<file path="src/rtl/out_uart_tx.sv">
// Serial 8N1 transmitter fed by the core's OUTPUT port: toggle-detected byte
// enqueue, small circular FIFO, and a START/DATA/STOP shifter with back-to-back frames.
module out_uart_tx #(
   parameter int CLK_DIV    = 434,
   parameter int FIFO_DEPTH = 8
) (
   input  logic                          CLK,
   input  logic                          RST_N,
   input  logic [7:0]                    OUT_DATA,
   input  logic                          OUT_TOGGLE,
   input  logic                          OVF_CLR,
   output logic                          TX,
   output logic                          FIFO_FULL,
   output logic                          FIFO_EMPTY,
   output logic [$clog2(FIFO_DEPTH):0]   FIFO_COUNT,
   output logic                          TX_BUSY,
   output logic                          OVERFLOW,
   output logic [1:0]                    state_dbg
);

   localparam int AW = $clog2(FIFO_DEPTH);
   localparam int CW = AW + 1;
   localparam int BW = $clog2(CLK_DIV);
   localparam logic [BW-1:0] BAUD_MAX = BW'(CLK_DIV - 1);

   typedef enum logic [1:0] {IDLE, START, DATA, STOP} state_t;

   state_t          state;
   logic            t1, t2;
   logic            push, pop, push_ok, drop;
   logic [7:0]      mem [FIFO_DEPTH];
   logic [AW-1:0]   wr_ptr, rd_ptr;
   logic [CW-1:0]   count;
   logic [BW-1:0]   baud;
   logic [2:0]      bit_idx;
   logic [7:0]      shreg;
   logic            tx_q, busy_q, ovf_q;

   // Two-flop edge detect: every level change of OUT_TOGGLE is one push.
   always_ff @(posedge CLK or negedge RST_N) begin
      if (!RST_N) begin
         t1 <= 1'b0;
         t2 <= 1'b0;
      end else begin
         t1 <= OUT_TOGGLE;
         t2 <= t1;
      end
   end

   assign push = t1 ^ t2;
   assign pop  = (count != '0) && ((state == IDLE) || ((state == STOP) && (baud == '0)));
   // A pop on the same edge frees the slot, so a push while full is still accepted.
   assign push_ok = push && (!FIFO_FULL || pop);
   assign drop    = push && FIFO_FULL && !pop;

   always_ff @(posedge CLK) begin
      if (push_ok) begin
         mem[wr_ptr] <= OUT_DATA;
      end
   end

   always_ff @(posedge CLK or negedge RST_N) begin
      if (!RST_N) begin
         wr_ptr <= '0;
         rd_ptr <= '0;
         count  <= '0;
      end else begin
         if (push_ok) begin
            wr_ptr <= wr_ptr + AW'(1);
         end
         if (pop) begin
            rd_ptr <= rd_ptr + AW'(1);
         end
         count <= count + CW'(push_ok) - CW'(pop);
      end
   end

   always_ff @(posedge CLK or negedge RST_N) begin
      if (!RST_N) begin
         ovf_q <= 1'b0;
      end else if (drop) begin
         ovf_q <= 1'b1;
      end else if (OVF_CLR) begin
         ovf_q <= 1'b0;
      end
   end

   always_ff @(posedge CLK or negedge RST_N) begin
      if (!RST_N) begin
         state   <= IDLE;
         baud    <= '0;
         bit_idx <= '0;
         shreg   <= '0;
         tx_q    <= 1'b1;
         busy_q  <= 1'b0;
      end else begin
         case (state)
            IDLE: begin
               if (pop) begin
                  shreg   <= mem[rd_ptr];
                  bit_idx <= '0;
                  baud    <= BAUD_MAX;
                  tx_q    <= 1'b0;
                  busy_q  <= 1'b1;
                  state   <= START;
               end
            end
            START: begin
               if (baud == '0) begin
                  baud  <= BAUD_MAX;
                  tx_q  <= shreg[0];
                  state <= DATA;
               end else begin
                  baud <= baud - BW'(1);
               end
            end
            DATA: begin
               if (baud == '0) begin
                  baud <= BAUD_MAX;
                  if (bit_idx == 3'd7) begin
                     tx_q  <= 1'b1;
                     state <= STOP;
                  end else begin
                     shreg   <= {1'b0, shreg[7:1]};
                     tx_q    <= shreg[1];
                     bit_idx <= bit_idx + 3'd1;
                  end
               end else begin
                  baud <= baud - BW'(1);
               end
            end
            STOP: begin
               if (baud == '0) begin
                  if (pop) begin
                     shreg   <= mem[rd_ptr];
                     bit_idx <= '0;
                     baud    <= BAUD_MAX;
                     tx_q    <= 1'b0;
                     state   <= START;
                  end else begin
                     tx_q   <= 1'b1;
                     busy_q <= 1'b0;
                     state  <= IDLE;
                  end
               end else begin
                  baud <= baud - BW'(1);
               end
            end
            default: begin
               state  <= IDLE;
               tx_q   <= 1'b1;
               busy_q <= 1'b0;
            end
         endcase
      end
   end

   assign TX         = tx_q;
   assign TX_BUSY    = busy_q;
   assign OVERFLOW   = ovf_q;
   assign FIFO_COUNT = count;
   assign FIFO_FULL  = (count == CW'(FIFO_DEPTH));
   assign FIFO_EMPTY = (count == '0);
   assign state_dbg  = state;

endmodule

</file>
<file path="config.mk">
export PLATFORM = sky130hd
export DESIGN_NAME = out_uart_tx
export DESIGN_NICKNAME = d
export VERILOG_FILES = /design/src/rtl/out_uart_tx.sv
export SDC_FILE = /design/constraint.sdc
export NUM_CORES = 1
export LEC_CHECK = 0
export CAP_MARGIN = 30
export CELL_PAD_IN_SITES_DETAIL_PLACEMENT = 2
export CELL_PAD_IN_SITES_GLOBAL_PLACEMENT = 2
export CORE_MARGIN = 2
export CORE_UTILIZATION = 47
export DETAILED_ROUTE_END_ITERATION = 7
export HOLD_SLACK_MARGIN = 0.08
export PLACE_DENSITY = 0.86
export SYNTH_ARGS = -nofsm -noshare
export SYNTH_HDL_FRONTEND = slang
export SYNTH_SLANG_ARGS = --single-unit
</file>
<file path="constraint.sdc">
create_clock -name CLK -period 4.41 [get_ports CLK]
set_clock_uncertainty 0.15 [all_clocks]
set_input_delay 0.6615 -clock CLK [delete_from_list [all_inputs] [get_ports CLK]]
set_output_delay 0.6615 -clock CLK [all_outputs]
set_load 0.02 [all_outputs]
</file>
==> run_results.csv, run 1 <==
group,metric,value,unit
outcome,status,"finished clean",
worst_setup_path,rrSetupSlack,1.35,ns
timing,period_share,0.701,
final_layout,final_nets,358,
place,portBuffers,22,
min_path,hp-class,"in -> async",
global_route,grt_pass1_vias,2965,
clock_tree,cts_repair_resize_count,0,
worst_setup_path,r2r-start,"baud[0]",
final_layout,area.growth.synth_to_final,13.1,%
synth,ys_async_sr_fraction,0.366,
detailed_routing,wire_per_inst,25.4,µm
pwr,totalPowerFinal,3.93,mW
worst_setup_path,critPathBufInv,2,
synth,ys_ff_latch,101,
place,hpwl,7.95,mm
floorplan,fp.dieW,103,µm
worst_setup_path,cp_slowest_stage_delay,0.73,ns
worst_setup_path,crit_type,"reg -> out",
floorplan,core,0.00964,mm²
clock_tree,cts-root-buf,"clkbuf_8",
clock_tree,clk_latency,0.39,ns
final_layout,final_core_util,0.541,
worst_setup_path,worstSetupEndpoint,"FIFO_FULL",
clock_tree,htreeDepth,3,
clock_tree,post-cts-setup-buffers,0,
timing,period_needed,3.09,ns
global_route,grt_pass1_wl,18.1,mm
global_route,grt_max_degree,38,
detailed_routing,via_per_inst,5.78,
detailed_routing,drt_iter0_drc,172,
worst_setup_path,start_kind,"flip-flop",
floorplan,chipHeight,103,µm
synth,synth_cell_types,57,
place,place_area,0.00499,mm²
global_route,grt_overflow,0,
timing,slew_headroom,0.401,
floorplan,io_pins,23,
detailed_routing,drtPass1Iterations,4,
detailed_routing,postRouteAntennaNets,0,
clock_tree,clk_pin_slew,0.11,ns
clock_tree,clockBufferDepth,2,
floorplan,initial_utilization,0.478,
worst_setup_path,r2r_end,"mem[4][7]",
worst_setup_path,worstPathCellList,"inv_1, ha_1, nor3b_1, clkdlybuf4s50_1",
place,gp_congestion,0.807,
synth,synthFlopType,"edfxtp_1",
detailed_routing,totalWireLength,11.8,mm
timing,maxClockFrequency,323,MHz
final_layout,drive_above_1_share,0.210,
worst_setup_path,cp.required,3.60,ns
synth,syn_area_per_cell,15.4,µm²
clock_tree,cts_hold_buf,0,
timing,fin_setup_tns,0,ns
timing,tightest_slew,0.899,ns
timing,hold_viol,0,
timing,rsz0062_at_grt,"false",
worst_setup_path,startpoint,"FIFO_COUNT[2]",
timing,final_max_slew_viol_count,0,
worst_setup_path,end_kind,"primary output",
synth,synthCells,300,
synth,netlist_area,0.00461,mm²
detailed_routing,vias,2693,
final_layout,fin_area,0.00521,mm²
worst_setup_path,critical_path.top_delay_family,"buffers and inverters",
floorplan,fp-row-count,36,
worst_setup_path,worstSetupPathDepth,4,
synth,synth_nets,330,
flow_run,drv_cap,0,
pwr,power_leakage,1.95,nW
clock_tree,cts_num_sinks,101,
worst_setup_path,arrival,2.28,ns
global_route,grt_antenna_before_repair,0,
clock_tree,cts_tree,"built",
synth,ys_warn_count,0,
worst_setup_path,cp_slowest_cell,"clkdlybuf4s50_1",
timing,finalSetupViolations,0,
worst_setup_path,rr_worst_depth,7,
floorplan,die-area,0.0106,mm²
global_route,track_usage,0.241,
synth,synth_edf_count,64,
synth,synth-seq-area-share,0.618,
final_layout,antennaDiodeCount,0,
pwr,power_density,754,mW/mm²
worst_setup_path,critical_path.max_fanout,3,
clock_tree,numCtsBuffers,9,
pwr,irDropWorstVdd,0.000294,V
detailed_routing,route.detailed.drc,0,
-- flip-flops by register name, indices dropped and copies added, names as in the netlist, 2 cells and up --
register	flops
baud	9
shreg	8
FIFO_COUNT	4
state_dbg	2
bit_idx	3
mem	64
wr_ptr	3
rd_ptr	3
-- worst reg2reg max path, delay by kind of cell, from the launching register on --
family,cells,cell delay (ns)
AOI/OAI and AO/OA,1,0.33
adders and majority gates,1,0.15
buffers and inverters,1,0.11
DFF,1,0.45
and+or+nand+nor,4,1.51
-- cell type report --
class / instances / area (µm²)
Fill cell: 884 / 4430
Inverter: 12 / 45.0
Sequential cell: 101 / 2850
Timing Repair Buffer: 28 / 280
Clock inverter: 7 / 96.3
Multi-Input combinational cell: 176 / 1650
Clock buffer: 9 / 124
Tap cell: 133 / 166
-- worst min path at each step --
stage          start       endpoint  slack [ns]
2_1_floorplan  RST_N  FIFO_COUNT[0]        0.22
3_3_place_gp      t1             t2        0.23
3_5_place_dp      t1             t2        0.26
4_1_cts        RST_N        baud[2]        0.26
5_1_grt        RST_N        baud[2]        0.29
6_report       RST_N        baud[3]        0.24
-- per-stage QoR --
stage	setup slack, ns	hold slack, ns	std cells
final	1.32	0.237	466
after global routing	1.13	0.294	466
after CTS	1.30	0.263	466
after detailed placement	1.35	0.261	450
after global placement	1.58	0.230	449
after floorplan	1.67	0.216	300
-- cells by family after synthesis --
group	Yosys count	share of synthesized area
xor gates and xnor gates	8	0.0152
DFF	101	0.618
muxes	34	0.120
AOI/OAI and AO/OA	54	0.0885
and+or+nand+nor	62	0.0841
adders and majority gates	18	0.0505
buffers and inverters	23	0.0236
-- cell usage after synthesis, drive strengths merged, types with 5 or more instances --
master  instances  share of area
a21oi          11          0.012
buf             6         0.0081
dfrtp          36           0.20
edfxtp         64           0.42
ha             17          0.046
inv            12         0.0098
mux2           10          0.024
mux2i           8          0.017
mux4           16          0.078
nand2          24          0.022
nor2           12          0.011
nor3            5         0.0054
nor3b           7          0.014
o21ai          13          0.017
o22a            5         0.0098
xnor2           6          0.011
-- where the power goes --
| group | switching, mW | leakage, nW | internal, mW | total (mW) |
|---|---|---|---|---|
| clock network | 0.379 | 0.109 | 0.281 | 0.660 |
| logic | 0.904 | 0.814 | 0.802 | 1.71 |
| registers | 0.294 | 1.03 | 1.27 | 1.56 |
| total | 1.58 | 1.95 | 2.35 | 3.93 |
-- layout by cell type, fill, tap and decap left out, types with 3 or more instances in the layout --
cell | netlist | final
o21ai_0 | 10 | 10
o31ai_1 | 3 | 3
o22a_1 | 4 | 4
ha_1 | 17 | 17
o21a_1 | 3 | 3
nand2_1 | 22 | 22
xnor2_1 | 6 | 6
mux2_2 | 10 | 10
a22o_1 | 4 | 4
o21ai_2 | 3 | 3
a21o_1 | 4 | 4
clkbuf_8 | 0 | 9
edfxtp_1 | 64 | 64
nor3b_1 | 5 | 5
inv_8 | 0 | 3
mux4_2 | 16 | 16
nor2_1 | 11 | 11
inv_1 | 12 | 12
a21oi_1 | 11 | 11
dfrtp_1 | 36 | 36
nor3_1 | 5 | 5
clkdlybuf4s50_1 | 0 | 21
mux2i_1 | 8 | 8
buf_4 | 1 | 5
-- per-layer routing --
layer,up-vias,part of all wire,global-route usage
met5,-,0,0
met4,0,0.016,0.0668
met3,13,0.032,0.0427
met2,57,0.52,0.406
met1,1429,0.43,0.323
li1,1194,-,-
(Power assumes the default switching activity.)
==> inputs of run 2 (changes only) <==
- CORE_UTILIZATION: 47 -> 44
- PLACE_DENSITY: 0.86 -> 0.82
- clock period: 4.41 -> 3.2 ns (I/O delays scaled with it)
==> run_results.csv, run 2 (same netlist as run 1, synthesis figures left out) <==
group,metric,value,unit
clock_tree,clk_latency,0.39,ns
detailed_routing,routed-wl-met2,6.20,mm
pwr,power_density,1020,mW/mm²
timing,hold_viol,0,
detailed_routing,wl_met1,4.63,mm
pwr,switching_share,0.395,
timing,final_max_slew_viol_count,0,
worst_setup_path,end_kind,"primary output",
floorplan,die-area,0.0113,mm²
final_layout,area.growth.synth_to_final,14.8,%
clock_tree,numCtsBuffers,9,
pwr,seq_power_share,0.390,
floorplan,core,0.0102,mm²
floorplan,initial_utilization,0.451,
worst_setup_path,cp_slowest_stage_delay,0.73,ns
pwr,irDropWorstVdd,0.000775,V
outcome,status,"finished clean",
detailed_routing,wl_met3,313,µm
clock_tree,clk_pin_slew,0.11,ns
place,pre_cts_ws,0.340,ns
clock_tree,clockBufferDepth,2,
detailed_routing,vias,2686,
worst_setup_path,start_kind,"flip-flop",
detailed_routing,wire_per_inst,23.5,µm
detailed_routing,drt_iter0_drc,120,
place,hpwl,8.17,mm
floorplan,fp.dieW,106,µm
timing,maxClockFrequency,336,MHz
final_layout,drive_above_1_share,0.235,
detailed_routing,totalWireLength,11.3,mm
final_layout,top_regs,"mem: 64 flops, baud: 9 flops, shreg: 8 flops",
place,portBuffers,22,
final_layout,final_common_cell,"edfxtp_1",
pwr,p_sw,2.13,mW
worst_setup_path,critPathBufInv,2,
global_route,track_usage,0.220,
floorplan,chipHeight,106,µm
worst_setup_path,cp_slowest_cell,"clkdlybuf4s50_1",
final_layout,antennaDiodeCount,0,
floorplan,io_pins,23,
global_route,grt_pass1_vias,3003,
place,gp_congestion,0.748,
clock_tree,cts-root-buf,"clkbuf_8",
worst_setup_path,critical_path.max_fanout,3,
timing,period_needed,2.98,ns
pwr,totalPowerFinal,5.38,mW
flow_run,drv_cap,0,
pwr,internal_power,3.26,mW
worst_setup_path,crit_type,"reg -> out",
worst_setup_path,worstPathCellList,"inv_1, ha_1, nor3b_1, clkdlybuf4s50_1",
timing,timing.final.ws_setup,0.225,ns
global_route,grt_pass1_wl,17.9,mm
timing,hold_ws,0.258,ns
final_layout,final_nets,370,
clock_tree,htreeDepth,3,
final_layout,largest_reg_flops,64,
floorplan,fp-row-count,37,
detailed_routing,route.detailed.drc,0,
detailed_routing,via_per_inst,5.58,
worst_setup_path,arrival,2.35,ns
clock_tree,cts_repair_resize_count,0,
clock_tree,cts_tree,"built",
timing,tightest_slew,0.879,ns
timing,period_share,0.930,
clock_tree,cts_num_sinks,101,
global_route,grt_antenna_before_repair,0,
pwr,power_leakage,2.01,nW
global_route,grt_overflow,0,
final_layout,mostFrequentLayoutCells,"edfxtp_1 (64), dfrtp_1 (36), nand2_1 (22), clkdlybuf4s50_1 (21)",
min_path,hp-class,"reg -> reg",
detailed_routing,drtPass1Iterations,4,
timing,rsz0062_at_grt,"false",
global_route,grt_max_degree,38,
pwr,p_comb_frac,0.445,
final_layout,top_register,"mem",
detailed_routing,top_layer,"met4",
timing,fin_setup_tns,0,ns
timing,slew_headroom,0.414,
worst_setup_path,cp.required,2.57,ns
worst_setup_path,critical_path.top_delay_family,"buffers and inverters",
detailed_routing,postRouteAntennaNets,0,
timing,finalSetupViolations,0,
pwr,clockPowerShare,0.165,
[run 2: metal layers]
layer / global-route usage / vias up
li1: - / 1228
met1: 0.258 / 1409
met2: 0.402 / 34
met3: 0.0466 / 15
met4: 0.0705 / 0
met5: 0 / -
[run 2: worst paths after layout]
| check | start | end | slack [ns] | cells past startpoint |
|---|---|---|---|---|
| hold reg to reg | t1 | t2 | 0.26 | 0 |
| setup / recovery | FIFO_COUNT[2] | FIFO_FULL | 0.22 | 4 |
| hold / removal | t1 | t2 | 0.26 | 0 |
| min in group asynchronous | RST_N | baud[3] | 0.58 | 2 |
| setup reg to reg | baud[1] | FIFO_COUNT[2] | 0.26 | 11 |
| max in group asynchronous | RST_N | shreg[2] | 1.75 | 2 |
[run 2: repair_timing]
item | 4_1_cts | 5_1_grt
endpoints found under the hold margin | 36 | 0
hold buffers | 1 | 0
endpoints found under the setup margin | 0 | 0
buffers inserted | 0 | 0
[run 2: power groups by stage]
stage / Combinational [mW] / Sequential (mW) / Clock, mW
after floorplan: 1.69 / 2.02 / 0
final: 2.40 / 2.10 / 0.888
after detailed placement: 2.41 / 2.12 / 0
after global routing: 2.64 / 2.15 / 0.954
after CTS: 2.45 / 2.10 / 0.925
after global placement: 2.25 / 2.07 / 0
[run 2: layout make-up]
cell class              instances  area (µm²)
inverters                      12        45.0
well taps                     136         170
fillers                       923        4940
clock buffers                   9         124
multi-input cells             176        1650
repair buffers                 40         353
clock inverters                 7        97.6
flip-flops and latches        101        2850
[run 2: per-stage QoR]
step | area, µm² | cells | util
5_1_grt | 5290 | 481 | 0.517
3_5_place_dp | 5060 | 464 | 0.494
2_1_floorplan | 4610 | 300 | -
4_1_cts | 5290 | 481 | 0.517
3_3_place_gp | 5060 | 464 | 0.494
6_report | 5290 | 481 | 0.517
[run 2: worst register-to-register path, delay by kind of cell, from the launching register on]
family                   cells  cell delay, ns
flip-flops                   1            0.43
adder cells (fa/ha/maj)      3            0.72
buffers and inverters        2            0.19
AND/OR/NAND/NOR              4            0.86
AO/OA/AOI/OAI                1            0.31
XOR/XNOR                     1            0.19
